File: src/rtl/cluster_monitor_pkg.sv
// Shared widths and snapshot handshake encoding for the cluster count monitor.
package cluster_monitor_pkg;

  localparam int SUM_W_DEF = 24;
  localparam int WIN_W_DEF = 16;
  localparam int OVF_W_DEF = 16;
  localparam int CNT_W     = 8;

  typedef enum logic {
    SNAP_EMPTY = 1'b0,
    SNAP_FULL  = 1'b1
  } snap_state_e;

endpackage

File: src/rtl/cluster_count_monitor_sat_accum.sv
// Saturating accumulator: clr has priority over inc; nxt_o is the value the
// register would take if this cycle's addend were accepted.
module sat_accum #(
  parameter int W    = 8,
  parameter int IN_W = 1
) (
  input  logic            clk_i,
  input  logic            rst_i,
  input  logic            clr_i,
  input  logic            inc_i,
  input  logic [IN_W-1:0] add_i,
  output logic [W-1:0]    nxt_o
);

  logic [W-1:0] acc_q, acc_d;

  function automatic logic [W-1:0] sat_add(input logic [W-1:0] a, input logic [IN_W-1:0] b);
    logic [W:0] wide;
    wide = {1'b0, a} + {{(W + 1 - IN_W){1'b0}}, b};
    return wide[W] ? {W{1'b1}} : wide[W-1:0];
  endfunction

  assign nxt_o = sat_add(acc_q, add_i);

  // Next-state: restart on clr, otherwise take the saturated sum when enabled.
  always_comb begin
    acc_d = acc_q;
    if (clr_i) begin
      acc_d = '0;
    end else if (inc_i) begin
      acc_d = nxt_o;
    end
  end

  // Accumulator register.
  always_ff @(posedge clk_i) begin
    if (rst_i) acc_q <= '0;
    else       acc_q <= acc_d;
  end

endmodule

File: src/rtl/cluster_count_monitor.sv
// Windowed cluster statistics with a valid/ack snapshot port and an
// overflow-burst detector. Single clock domain (clock4x).
module cluster_count_monitor
  import cluster_monitor_pkg::*;
#(
  parameter int SUM_W = SUM_W_DEF,
  parameter int WIN_W = WIN_W_DEF,
  parameter int OVF_W = OVF_W_DEF
) (
  input  logic             clock4x,
  input  logic             reset,
  input  logic [7:0]       cnt,
  input  logic             overflow,
  input  logic             cnt_valid,
  input  logic             clear,
  input  logic [WIN_W-1:0] win_len,
  input  logic [7:0]       burst_thresh,
  output logic [SUM_W-1:0] snap_sum,
  output logic [7:0]       snap_max,
  output logic [OVF_W-1:0] snap_ovf,
  output logic             snap_valid,
  input  logic             snap_ack,
  output logic             snap_lost,
  output logic             burst
);

  localparam logic [WIN_W-1:0] ONE = {{(WIN_W - 1){1'b0}}, 1'b1};

  snap_state_e      state_q, state_d;
  logic [WIN_W-1:0] len_q, len_d, bx_cnt_q, bx_cnt_d, len_sel;
  logic [7:0]       max_q, max_d, max_nxt, run_nxt, run_new;
  logic [SUM_W-1:0] sum_nxt, snap_sum_q, snap_sum_d;
  logic [OVF_W-1:0] ovf_nxt, snap_ovf_q, snap_ovf_d;
  logic [7:0]       snap_max_q, snap_max_d;
  logic             lost_q, lost_d, burst_q, burst_d;
  logic             sample, win_end, acc_clr;

  // A strobe coinciding with clear is discarded; the window closes on its last sample.
  assign sample  = cnt_valid & ~clear;
  assign win_end = sample & (bx_cnt_q == len_q - ONE);
  assign acc_clr = clear | win_end;
  assign len_sel = (win_len == '0) ? ONE : win_len;
  assign max_nxt = (cnt > max_q) ? cnt : max_q;
  assign run_new = overflow ? run_nxt : 8'd0;

  sat_accum #(.W(SUM_W), .IN_W(8)) u_sum (
    .clk_i(clock4x), .rst_i(reset), .clr_i(acc_clr), .inc_i(sample),
    .add_i(cnt), .nxt_o(sum_nxt)
  );

  sat_accum #(.W(OVF_W), .IN_W(1)) u_ovf (
    .clk_i(clock4x), .rst_i(reset), .clr_i(acc_clr), .inc_i(sample),
    .add_i(overflow), .nxt_o(ovf_nxt)
  );

  // Run length of consecutive overflow samples; a clean sample restarts it.
  sat_accum #(.W(8), .IN_W(1)) u_run (
    .clk_i(clock4x), .rst_i(reset), .clr_i(clear | (sample & ~overflow)),
    .inc_i(sample & overflow), .add_i(1'b1), .nxt_o(run_nxt)
  );

  // Window counter, peak tracker, burst compare and snapshot capture.
  always_comb begin
    bx_cnt_d   = bx_cnt_q;
    len_d      = len_q;
    max_d      = max_q;
    burst_d    = burst_q;
    snap_sum_d = snap_sum_q;
    snap_max_d = snap_max_q;
    snap_ovf_d = snap_ovf_q;
    if (acc_clr) begin
      bx_cnt_d = '0;
      max_d    = '0;
      len_d    = len_sel;
    end else if (sample) begin
      bx_cnt_d = bx_cnt_q + ONE;
      max_d    = max_nxt;
    end
    if (clear) begin
      burst_d = 1'b0;
    end else if (sample) begin
      burst_d = (burst_thresh != 8'd0) && (run_new >= burst_thresh);
    end
    if (win_end) begin
      snap_sum_d = sum_nxt;
      snap_max_d = max_nxt;
      snap_ovf_d = ovf_nxt;
    end
  end

  // Handshake next-state; a load always wins over a pending ack.
  always_comb begin
    state_d = state_q;
    lost_d  = lost_q;
    case (state_q)
      SNAP_EMPTY: if (win_end) state_d = SNAP_FULL;
      SNAP_FULL: begin
        if (win_end) begin
          state_d = SNAP_FULL;
          if (!snap_ack) lost_d = 1'b1;
        end else if (snap_ack) begin
          state_d = SNAP_EMPTY;
        end
      end
      default: state_d = SNAP_EMPTY;
    endcase
    if (clear) lost_d = 1'b0;
  end

  // State and data registers.
  always_ff @(posedge clock4x) begin
    if (reset) begin
      state_q    <= SNAP_EMPTY;
      len_q      <= ONE;
      bx_cnt_q   <= '0;
      max_q      <= '0;
      burst_q    <= 1'b0;
      lost_q     <= 1'b0;
      snap_sum_q <= '0;
      snap_max_q <= '0;
      snap_ovf_q <= '0;
    end else begin
      state_q    <= state_d;
      len_q      <= len_d;
      bx_cnt_q   <= bx_cnt_d;
      max_q      <= max_d;
      burst_q    <= burst_d;
      lost_q     <= lost_d;
      snap_sum_q <= snap_sum_d;
      snap_max_q <= snap_max_d;
      snap_ovf_q <= snap_ovf_d;
    end
  end

  assign snap_valid = (state_q == SNAP_FULL);
  assign snap_sum   = snap_sum_q;
  assign snap_max   = snap_max_q;
  assign snap_ovf   = snap_ovf_q;
  assign snap_lost  = lost_q;
  assign burst      = burst_q;

endmodule

File: config.mk
export PLATFORM = sky130hd
export DESIGN_NAME = cluster_count_monitor
export DESIGN_NICKNAME = d
export VERILOG_FILES = /design/src/rtl/cluster_monitor_pkg.sv /design/src/rtl/cluster_count_monitor_sat_accum.sv /design/src/rtl/cluster_count_monitor.sv
export SDC_FILE = /design/constraint.sdc
export NUM_CORES = 1
export LEC_CHECK = 0
export BUFFER_PORTS_ARGS = -buffer_cell sky130_fd_sc_hd__buf_2
export CORE_UTILIZATION = 55
export DETAILED_ROUTE_END_ITERATION = 8
export HOLD_SLACK_MARGIN = 0.08
export PLACE_DENSITY = 0.76
export SLEW_MARGIN = 15
export SYNTH_ARGS = -nofsm -noshare
export SYNTH_HDL_FRONTEND = slang
export SYNTH_SLANG_ARGS = --single-unit
File: constraint.sdc
create_clock -name clock4x -period 4 [get_ports clock4x]
set_input_delay 0.2 -clock clock4x [delete_from_list [all_inputs] [get_ports clock4x]]
set_output_delay 0.2 -clock clock4x [all_outputs]
set_load 0.01 [all_outputs]
# After elaboration in Yosys (flattened, before gate mapping)
# Index checks and enable logic that the tools add are counted.
# totals
register_bits,139
latch_bits,0
ram_bits,0
romBits,0
inputBits,38
out_inout_bits,51
elab_cells,47
mem_count,0
# op_classes
add_sub_neg,5
n_mul,0
div,0
n_lt_le_gt_ge,2
n_eq_ne,1
shifts,0
muxes,10
n_bitwise,10
reduce_logical,7
# op_table
op,n
$mux 16,2
$add 24x8->25,1
$mux 24,1
$mux 8,3
$add 16x1->17,1
$add 16x1->16 const B,1
$eq 16x16->1,1
$logic_not 16->1,1
$sub 16x1->16 const B,1
$add 8x1->9 const B,1
$ge 8x8->1,1
$gt 8x8->1,1
$reduce_bool 8->1,1
$reduce_or 2->1,3
$and 1x1->1,4
$not 1->1,4
$mux 1,3
$reduce_and 3->1,1
$or 1x1->1,2
$pmux 1 s2,1
$logic_and 1x1->1,1

# Longest topological paths before layout
# Gate-level depths: netlist of run 1.
# depth
ltp_word,5
ltp_mapped,14

# Modules after synthesis
# A second synthesis of run 1 with hierarchy kept.
# unflattened
cells_unflattened,976
hier_area_um2,8205.4
# by_module_without_submodules
module,n_inst,cells_each,area_per_inst_um2
cluster_count_monitor,1,523,4678.2
sat_accum (u_sum),1,242,1870.5
sat_accum (u_ovf),1,145,1098.6
sat_accum (u_run),1,66,558.0

# Worst setup path after synthesis of run 1
# Ideal clock, no wire load.
# synth_path
path_kind,flip-flop to flip-flop
from,reg u_run.acc_q[0]
to,"reg burst_q, in the netlist burst"
arrival_ps,2554
required_time_ps,3877
slack_ps,1323
path_stages_with_launch,15
path_buffers,0
period_less_slack_ps,2677
cell_sequence,dfxtp_1 > ha_1 > and3_1 > and3_1 > nand3_1 > nand2_1 > nand2_1 > ha_1 > nand2b_1 > a21o_1 > a21o_1 > a211oi_1 > o21bai_1 > a31oi_1 > o21ai_0
# synth_via
elab_chain_len,5
# synth_lines
element,line_no,source
"start, declared",cluster_count_monitor_sat_accum.sv:15,"logic [W-1:0] acc_q, acc_d;"
"start signal, assigned",cluster_count_monitor_sat_accum.sv:37,if (rst_i) acc_q <= '0;
"start signal, assigned",cluster_count_monitor_sat_accum.sv:38,else acc_q <= acc_d;
$add 8x1->9,cluster_count_monitor_sat_accum.sv:19,"wide = {1'b0, a} + {{(W + 1 - IN_W){1'b0}}, b};"
$mux 8,cluster_count_monitor_sat_accum.sv:20,return wide[W] ? {W{1'b1}} : wide[W-1:0];
$mux 8,cluster_count_monitor.sv:44,assign run_new = overflow ? run_nxt : 8'd0;
$ge 8x8->1,cluster_count_monitor.sv:82,burst_d = (burst_thresh != 8'd0) && (run_new >= burst_thresh);
$logic_and 1x1->1,cluster_count_monitor.sv:82,
"end signal, assigned",cluster_count_monitor.sv:127,burst_q <= burst_d;
"end, declared",cluster_count_monitor.sv:35,"logic lost_q, lost_d, burst_q, burst_d;"
# Every way passes these cells.
# A chain may end at the register's enable or synchronous reset.

# Worst setup path after layout of run 1
# layout_path
from,reg len_q[0]
to,"reg snap_sum_q[15], in the netlist snap_sum[15]"
# layout_via
elab_chain_len,3
# layout_lines
element,line_no,source
"start, declared",cluster_count_monitor.sv:30,"logic [WIN_W-1:0] len_q, len_d, bx_cnt_q, bx_cnt_d, len_sel;"
"start signal, assigned",cluster_count_monitor.sv:124,len_q <= len_d;
$sub 16x1->16,cluster_count_monitor.sv:40,assign win_end = sample & (bx_cnt_q == len_q - ONE);
$eq 16x16->1,cluster_count_monitor.sv:40,
$and 1x1->1,cluster_count_monitor.sv:40,
"end signal, assigned",cluster_count_monitor.sv:129,snap_sum_q <= snap_sum_d;
"end, declared",cluster_count_monitor.sv:32,"logic [SUM_W-1:0] sum_nxt, snap_sum_q, snap_sum_d;"
# Every way passes these cells.

==> impl_metrics.py, run 1 <==
metrics = {
    "global_route": {
        "grt_pass1_vias": 6464,
        "track_usage_pct": 27.0,
        "gr-total-overflow": 0,
        "grt_max_degree": 68,
        "grt_pass1_wl_um": 30800,
        "antenna_found_initial": 0,
    },
    "finish": {
        "n_fill_cell": 1110,
        "layout-drive-gt1-share_pct": 14.5,
        "syn_to_final_growth_pct": 17.2,
        "final_nets": 1068,
        "final_common_cell": "dfxtp_1",
        "finish.utilization_pct": 65.9,
        "most-common-layout-cells": "dfxtp_1, nor2_1, a21oi_1",
        "antenna_cells": 0,
    },
    "worst_hold_path": {
        "hold_depth": 3,
        "hold_class": "input pin to flop",
        "hold-path-endpoint": "max_q[0]$_SDFFE_PP0P_",
        "worstHoldStart": "cnt[0]",
    },
    "yosys": {
        "ys_warn_count": 0,
        "synth_top_area_share_pct": 37.5,
        "avgSynthCellArea_sq_um": 8.08,
        "ys_seq_area_share_pct": 37.5,
        "ys_async_sr_fraction_pct": 0,
        "ys_ff_latch": 139,
        "synth_area_leader_cell": "dfxtp_1",
        "synth-main-ff-cell": "dfxtp_1",
        "syn_inst": 918,
        "syn-num-nets": 986,
        "synth_edf_count": 0,
        "synthTopCellsByArea": "dfxtp_1, a21oi_1, nor2_1, ha_1, nand2_1",
        "synth_area_sq_um": 7420,
        "synthDistinctLibCells": 52,
    },
    "power_and_ir_drop": {
        "powerDensity_nw_per_um2": 376,
        "total_power_mw": 3.27,
        "peakVddDrop_mv": 0.413,
        "p_leak_nw": 3.48,
    },
    "routing": {
        "via_count": 6862,
        "wirelength_um": 18300,
        "dr.pass1.iters": 5,
        "drt_first_iter_violations": 606,
        "drc": 0,
        "wl_per_cell_um": 15.4,
        "vias_per_cell": 5.78,
        "ant_nets": 0,
    },
    "sta": {
        "rsz0062_at_grt": "no",
        "finalSetupTns_ps": 0,
        "clock_skew_ps": 8.00,
        "slew_headroom_pct": 35.0,
        "hold_ws_ps": 90.4,
        "max_freq_mhz": 306,
        "period_minus_slack_ps": 3260,
        "hold_violations": 0,
        "min_period_over_period_pct": 81.6,
        "finalSetupViolCount": 0,
        "drv_slew": 0,
        "tightest_slew_ps": 969,
    },
    "clocking": {
        "postCtsSetupRepairBufs": 0,
        "cts-root-buf": "clkbuf_16",
        "cts_buffers": 17,
        "cts_tree": "built",
        "clk-insertion-delay-late_ps": 410,
        "clk_pin_slew_ps": 60,
        "cts_buffer_depth": 2,
        "clock_sinks": 139,
        "htree_levels": 4,
    },
    "run": {
        "max_cap_violations": 0,
    },
    "die": {
        "row_count": 42,
        "initial_core_util_pct": 56.2,
        "io_pins": 89,
        "die_area_sq_um": 14000,
        "dieHeight_um": 118,
        "coreArea_sq_um": 13200,
        "die_width_um": 118,
    },
    "critical_path": {
        "r2r_end": "snap_sum[15]$_SDFFE_PP0P_",
        "startpoint_type": "flop",
        "worstPathArrival_ps": 3570,
        "critPathCaptureType": "flop",
        "path_max_fanout": 35,
        "required_ps": 4310,
        "critPathKind": "flop to flop",
        "r2r_cells": 10,
        "r2r-start": "len_q[0]$_SDFFE_PP1P_",
        "r2r_slack_ps": 740,
    },
    "run_status": {
        "status": "finished, final reports clean",
    },
    "placed_design": {
        "port_buffers": 88,
        "place_congestion": 0.926,
        "dp_hpwl_um": 11900,
    },
}
-- layout make-up --
| type | instances | area [sq um] | area share (%) |
|---|---|---|---|
| clock buffer | 21 | 480 | 5.53 |
| sequential | 139 | 2780 | 32.0 |
| inverter | 29 | 109 | 1.25 |
| multi-input combinational | 701 | 4310 | 49.6 |
| timing repair buffer | 112 | 673 | 7.74 |
| clock inverter | 10 | 115 | 1.32 |
| tap | 176 | 220 | 2.53 |
-- state kept, by name (all words and copies together) (netlist names), 8 cells and up --
name and cells:
snap_ovf 16, u_ovf.acc_q 16, snap_sum 24, u_run.acc_q 8, snap_max 8, bx_cnt_q 16
len_q 16, max_q 8, u_sum.acc_q 24
-- power by group --
group	switching, mW	leakage (nW)	internal (mW)
clock network	0.593	0.287	0.980
logic	0.161	2.07	0.108
registers	0.0217	1.12	1.40
-- per-stage QoR --
step	cell area (sq um)	cells	setup WS (ps)
after floorplan	7420	918	1320
after global placement	7990	1146	916
after detailed placement	7990	1146	839
after CTS	8690	1188	771
after global routing	8690	1188	536
final	8690	1188	735
-- critical path, stage by stage, from the launching register on --
cell and delay [ps]:
dfxtp_1 350, inv_1 70, ha_1 210, nor4b_1 500
nand4_1 190, xnor2_1 160, nor4_1 340, and4_2 710
buf_4 270, nor2_1 60, a311oi_1 280
-- cells in the mapped netlist, types with 3 or more instances --
library cell,count
and2_1,4
a21oi_1,91
nand3_1,33
o211ai_1,4
a41oi_1,3
o31ai_1,4
buf_2,12
nor3_2,3
o21ai_0,43
buf_4,3
xnor2_1,32
clkbuf_1,30
mux2i_1,16
o21ai_1,3
xor2_1,27
a21o_1,17
nor2_1,99
or3_1,6
mux2_2,4
inv_1,29
or2_2,4
and3_1,24
ha_1,29
nor4_1,10
o21a_1,12
a31oi_1,8
nand2_1,91
nor3_1,34
a311oi_1,23
nor2b_1,4
a211oi_1,10
nand4_1,16
and4_1,8
nand3b_1,15
dfxtp_1,139
nand2b_1,5
-- repair_timing --
| item | 4_1_cts | 5_1_grt |
|---|---|---|
| hold buffers | 11 | 0 |
| hold endpoints to repair | 11 | 0 |
| resized for setup | 0 | 0 |
-- how the worst max path moves through the flow --
| stage | slack [ps] | cells past startpoint | startpoint | to |
|---|---|---|---|---|
| 3_3_place_gp | 920 | 10 | len_q[0]$_SDFFE_PP1P_ | snap_sum[21]$_SDFFE_PP0P_ |
| 3_5_place_dp | 840 | 10 | len_q[0]$_SDFFE_PP1P_ | snap_sum[10]$_SDFFE_PP0P_ |
| 2_1_floorplan | 1320 | 14 | u_run.acc_q[0]$_SDFFE_PP0P_ | burst$_SDFFE_PP0P_ |
| 5_1_grt | 540 | 10 | len_q[0]$_SDFFE_PP1P_ | snap_ovf[15]$_SDFFE_PP0P_ |
| 4_1_cts | 770 | 10 | len_q[0]$_SDFFE_PP1P_ | snap_sum[15]$_SDFFE_PP0P_ |
| 6_report | 740 | 10 | len_q[0]$_SDFFE_PP1P_ | snap_sum[15]$_SDFFE_PP0P_ |
-- kinds of logic after synthesis --
kind of cell | synth area share, %
and+or+nand+nor | 23.7
muxes | 2.77
AOI/OAI and AO/OA | 19.4
adders and majority gates | 5.16
buffers and inverters | 4.50
xor gates and xnor gates | 6.97
DFF | 37.5
-- metal layers --
metal / track usage, % / part of all wire [%]
met1: 33.9 / 45
met5: 0 / 0
met4: 7.77 / 1.0
met2: 46.5 / 49
met3: 5.79 / 4.4
No activity file was read; power rests on OpenSTA's default activity.
==> run 2, diff against run 1 <==
CORE_UTILIZATION = 53   (was 55)
PLACE_DENSITY = 0.77   (was 0.76)
clock period = 2.78 ns   (was 4 ns; I/O delays follow)
==> impl_metrics.py, run 2 (same netlist as run 1, synthesis figures left out) <==
metrics = {
    "sta": {
        "max_freq_mhz": 380,
        "tightest_slew_ps": 735,
        "drv_slew": 0,
        "min_period_over_period_pct": 94.5,
        "clock_skew_ps": 7.44,
        "fin_ws_ps": 152,
        "rsz0062_at_grt": "no",
        "finalSetupViolCount": 0,
        "period_minus_slack_ps": 2630,
        "hold_violations": 0,
        "slew_headroom_pct": 51.0,
    },
    "power_and_ir_drop": {
        "p_leak_nw": 3.61,
        "total_power_mw": 4.62,
        "peakVddDrop_mv": 0.427,
        "powerDensity_nw_per_um2": 512,
    },
    "finish": {
        "final_area_sq_um": 9020,
        "n_fill_cell": 1128,
        "layout-drive-gt1-share_pct": 16.6,
        "final_nets": 1101,
        "syn_to_final_growth_pct": 21.6,
        "final_common_cell": "dfxtp_1",
        "most-common-layout-cells": "dfxtp_1, nor2_1, a21oi_1",
        "finish.utilization_pct": 67.1,
    },
    "clocking": {
        "clk_pin_slew_ps": 60,
        "clock_sinks": 139,
        "cts_buffers": 17,
        "cts_tree": "built",
        "cts-root-buf": "clkbuf_16",
        "clk-insertion-delay-late_ps": 420,
        "htree_levels": 4,
        "cts_buffer_depth": 2,
    },
    "routing": {
        "dr.pass1.iters": 5,
        "via_count": 7146,
        "drc": 0,
        "wl_per_cell_um": 15.7,
        "wirelength_um": 19100,
        "vias_per_cell": 5.85,
        "ant_nets": 0,
        "drt_first_iter_violations": 595,
    },
    "critical_path": {
        "cp_slowest_cell": "or4_1",
        "critPathKind": "flop to flop",
        "critPathCaptureType": "flop",
        "r2r_slack_ps": 150,
        "required_ps": 3110,
        "path_max_fanout": 38,
        "max_stage_delay_ps": 530,
        "worstPathArrival_ps": 2960,
        "cp_cell_sequence": "nor3_2, nand4_1, or4_1, a221oi_2, and4_4, buf_12, o21ai_0, a21oi_1",
        "startpoint_type": "flop",
        "cp_top_family": "simple AND/OR/NAND/NOR gates",
        "path_buf_inv": 1,
    },
    "placed_design": {
        "port_buffers": 88,
        "dp_slack_ps": -15.3,
        "placed_cell_area_sq_um": 8160,
        "dp_hpwl_um": 12500,
        "place_congestion": 0.926,
    },
    "die": {
        "coreArea_sq_um": 13500,
        "die_width_um": 120,
        "initial_core_util_pct": 55.1,
        "die_area_sq_um": 14500,
        "row_count": 42,
        "dieHeight_um": 120,
        "io_pins": 89,
    },
    "worst_hold_path": {
        "hold_class": "input pin to flop",
    },
    "global_route": {
        "grt_pass1_vias": 6758,
        "track_usage_pct": 27.2,
        "gr-total-overflow": 0,
        "antenna_found_initial": 0,
        "grt_pass1_wl_um": 31800,
        "grt_max_degree": 68,
    },
    "run_status": {
        "status": "finished, final reports clean",
    },
    "run": {
        "max_cap_violations": 0,
    },
}
## run 2: routing by layer
metal,part of all wire [%],track usage [%],vias to the layer above
met2,46,44.4,253
met4,3.3,11.0,0
met1,44,35.0,3318
met3,6.2,5.57,54
li1,-,-,3521
met5,0,0,-
## run 2: area by class of cell
cell class	count	area, sq um	area share [%]
flip-flops and latches	139	2790	30.9
clock buffers	19	443	4.91
well taps	176	220	2.44
multi-input cells	701	4340	48.1
clock inverters	12	119	1.32
repair buffers	145	1000	11.1
inverters	29	109	1.21
diodes	1	2.50	0.0277
## run 2: through the flow
step | hold slack [ps] | setup TNS, ps | instances
2_1_floorplan | 283 | 0 | 918
3_3_place_gp | 424 | 0 | 1164
3_5_place_dp | 428 | -15.3 | 1164
4_1_cts | 124 | 0 | 1221
5_1_grt | 145 | 0 | 1221
6_report | 111 | 0 | 1222
## run 2: worst register-to-register path, cell delays in order, from the launching register on
cell      delay (ps)
dfxtp_1          370
nor3_2           240
nand4_1          220
or4_1            530
a221oi_2         290
and4_4           310
buf_12           190
o21ai_0          150
a21oi_1          230
## run 2: final timing paths
kind | from | end | cells past startpoint
hold / removal | reset | burst$_SDFFE_PP0P_ | 4
setup reg to reg | len_q[6]$_SDFFE_PP0P_ | len_q[4]$_SDFFE_PP0P_ | 8
setup / recovery | len_q[6]$_SDFFE_PP0P_ | len_q[4]$_SDFFE_PP0P_ | 8
hold reg to reg | snap_sum[16]$_SDFFE_PP0P_ | snap_sum[16]$_SDFFE_PP0P_ | 2
## run 2: what timing repair did
item                                    CTS  global route
hold endpoints to repair                 26             0
gates resized for setup                   1            12
pin swaps                                 0             3
cloned                                    0             0
hold buffers                             26             0
endpoints found under the setup margin    1            26
setup buffers                             0             0
## run 2: power breakdown
group | total, mW | internal [mW] | switching [mW] | leakage, nW
sequential | 2.05 | 2.02 | 0.0302 | 1.13
combinational | 0.430 | 0.185 | 0.244 | 2.22
clock | 2.14 | 1.26 | 0.880 | 0.266
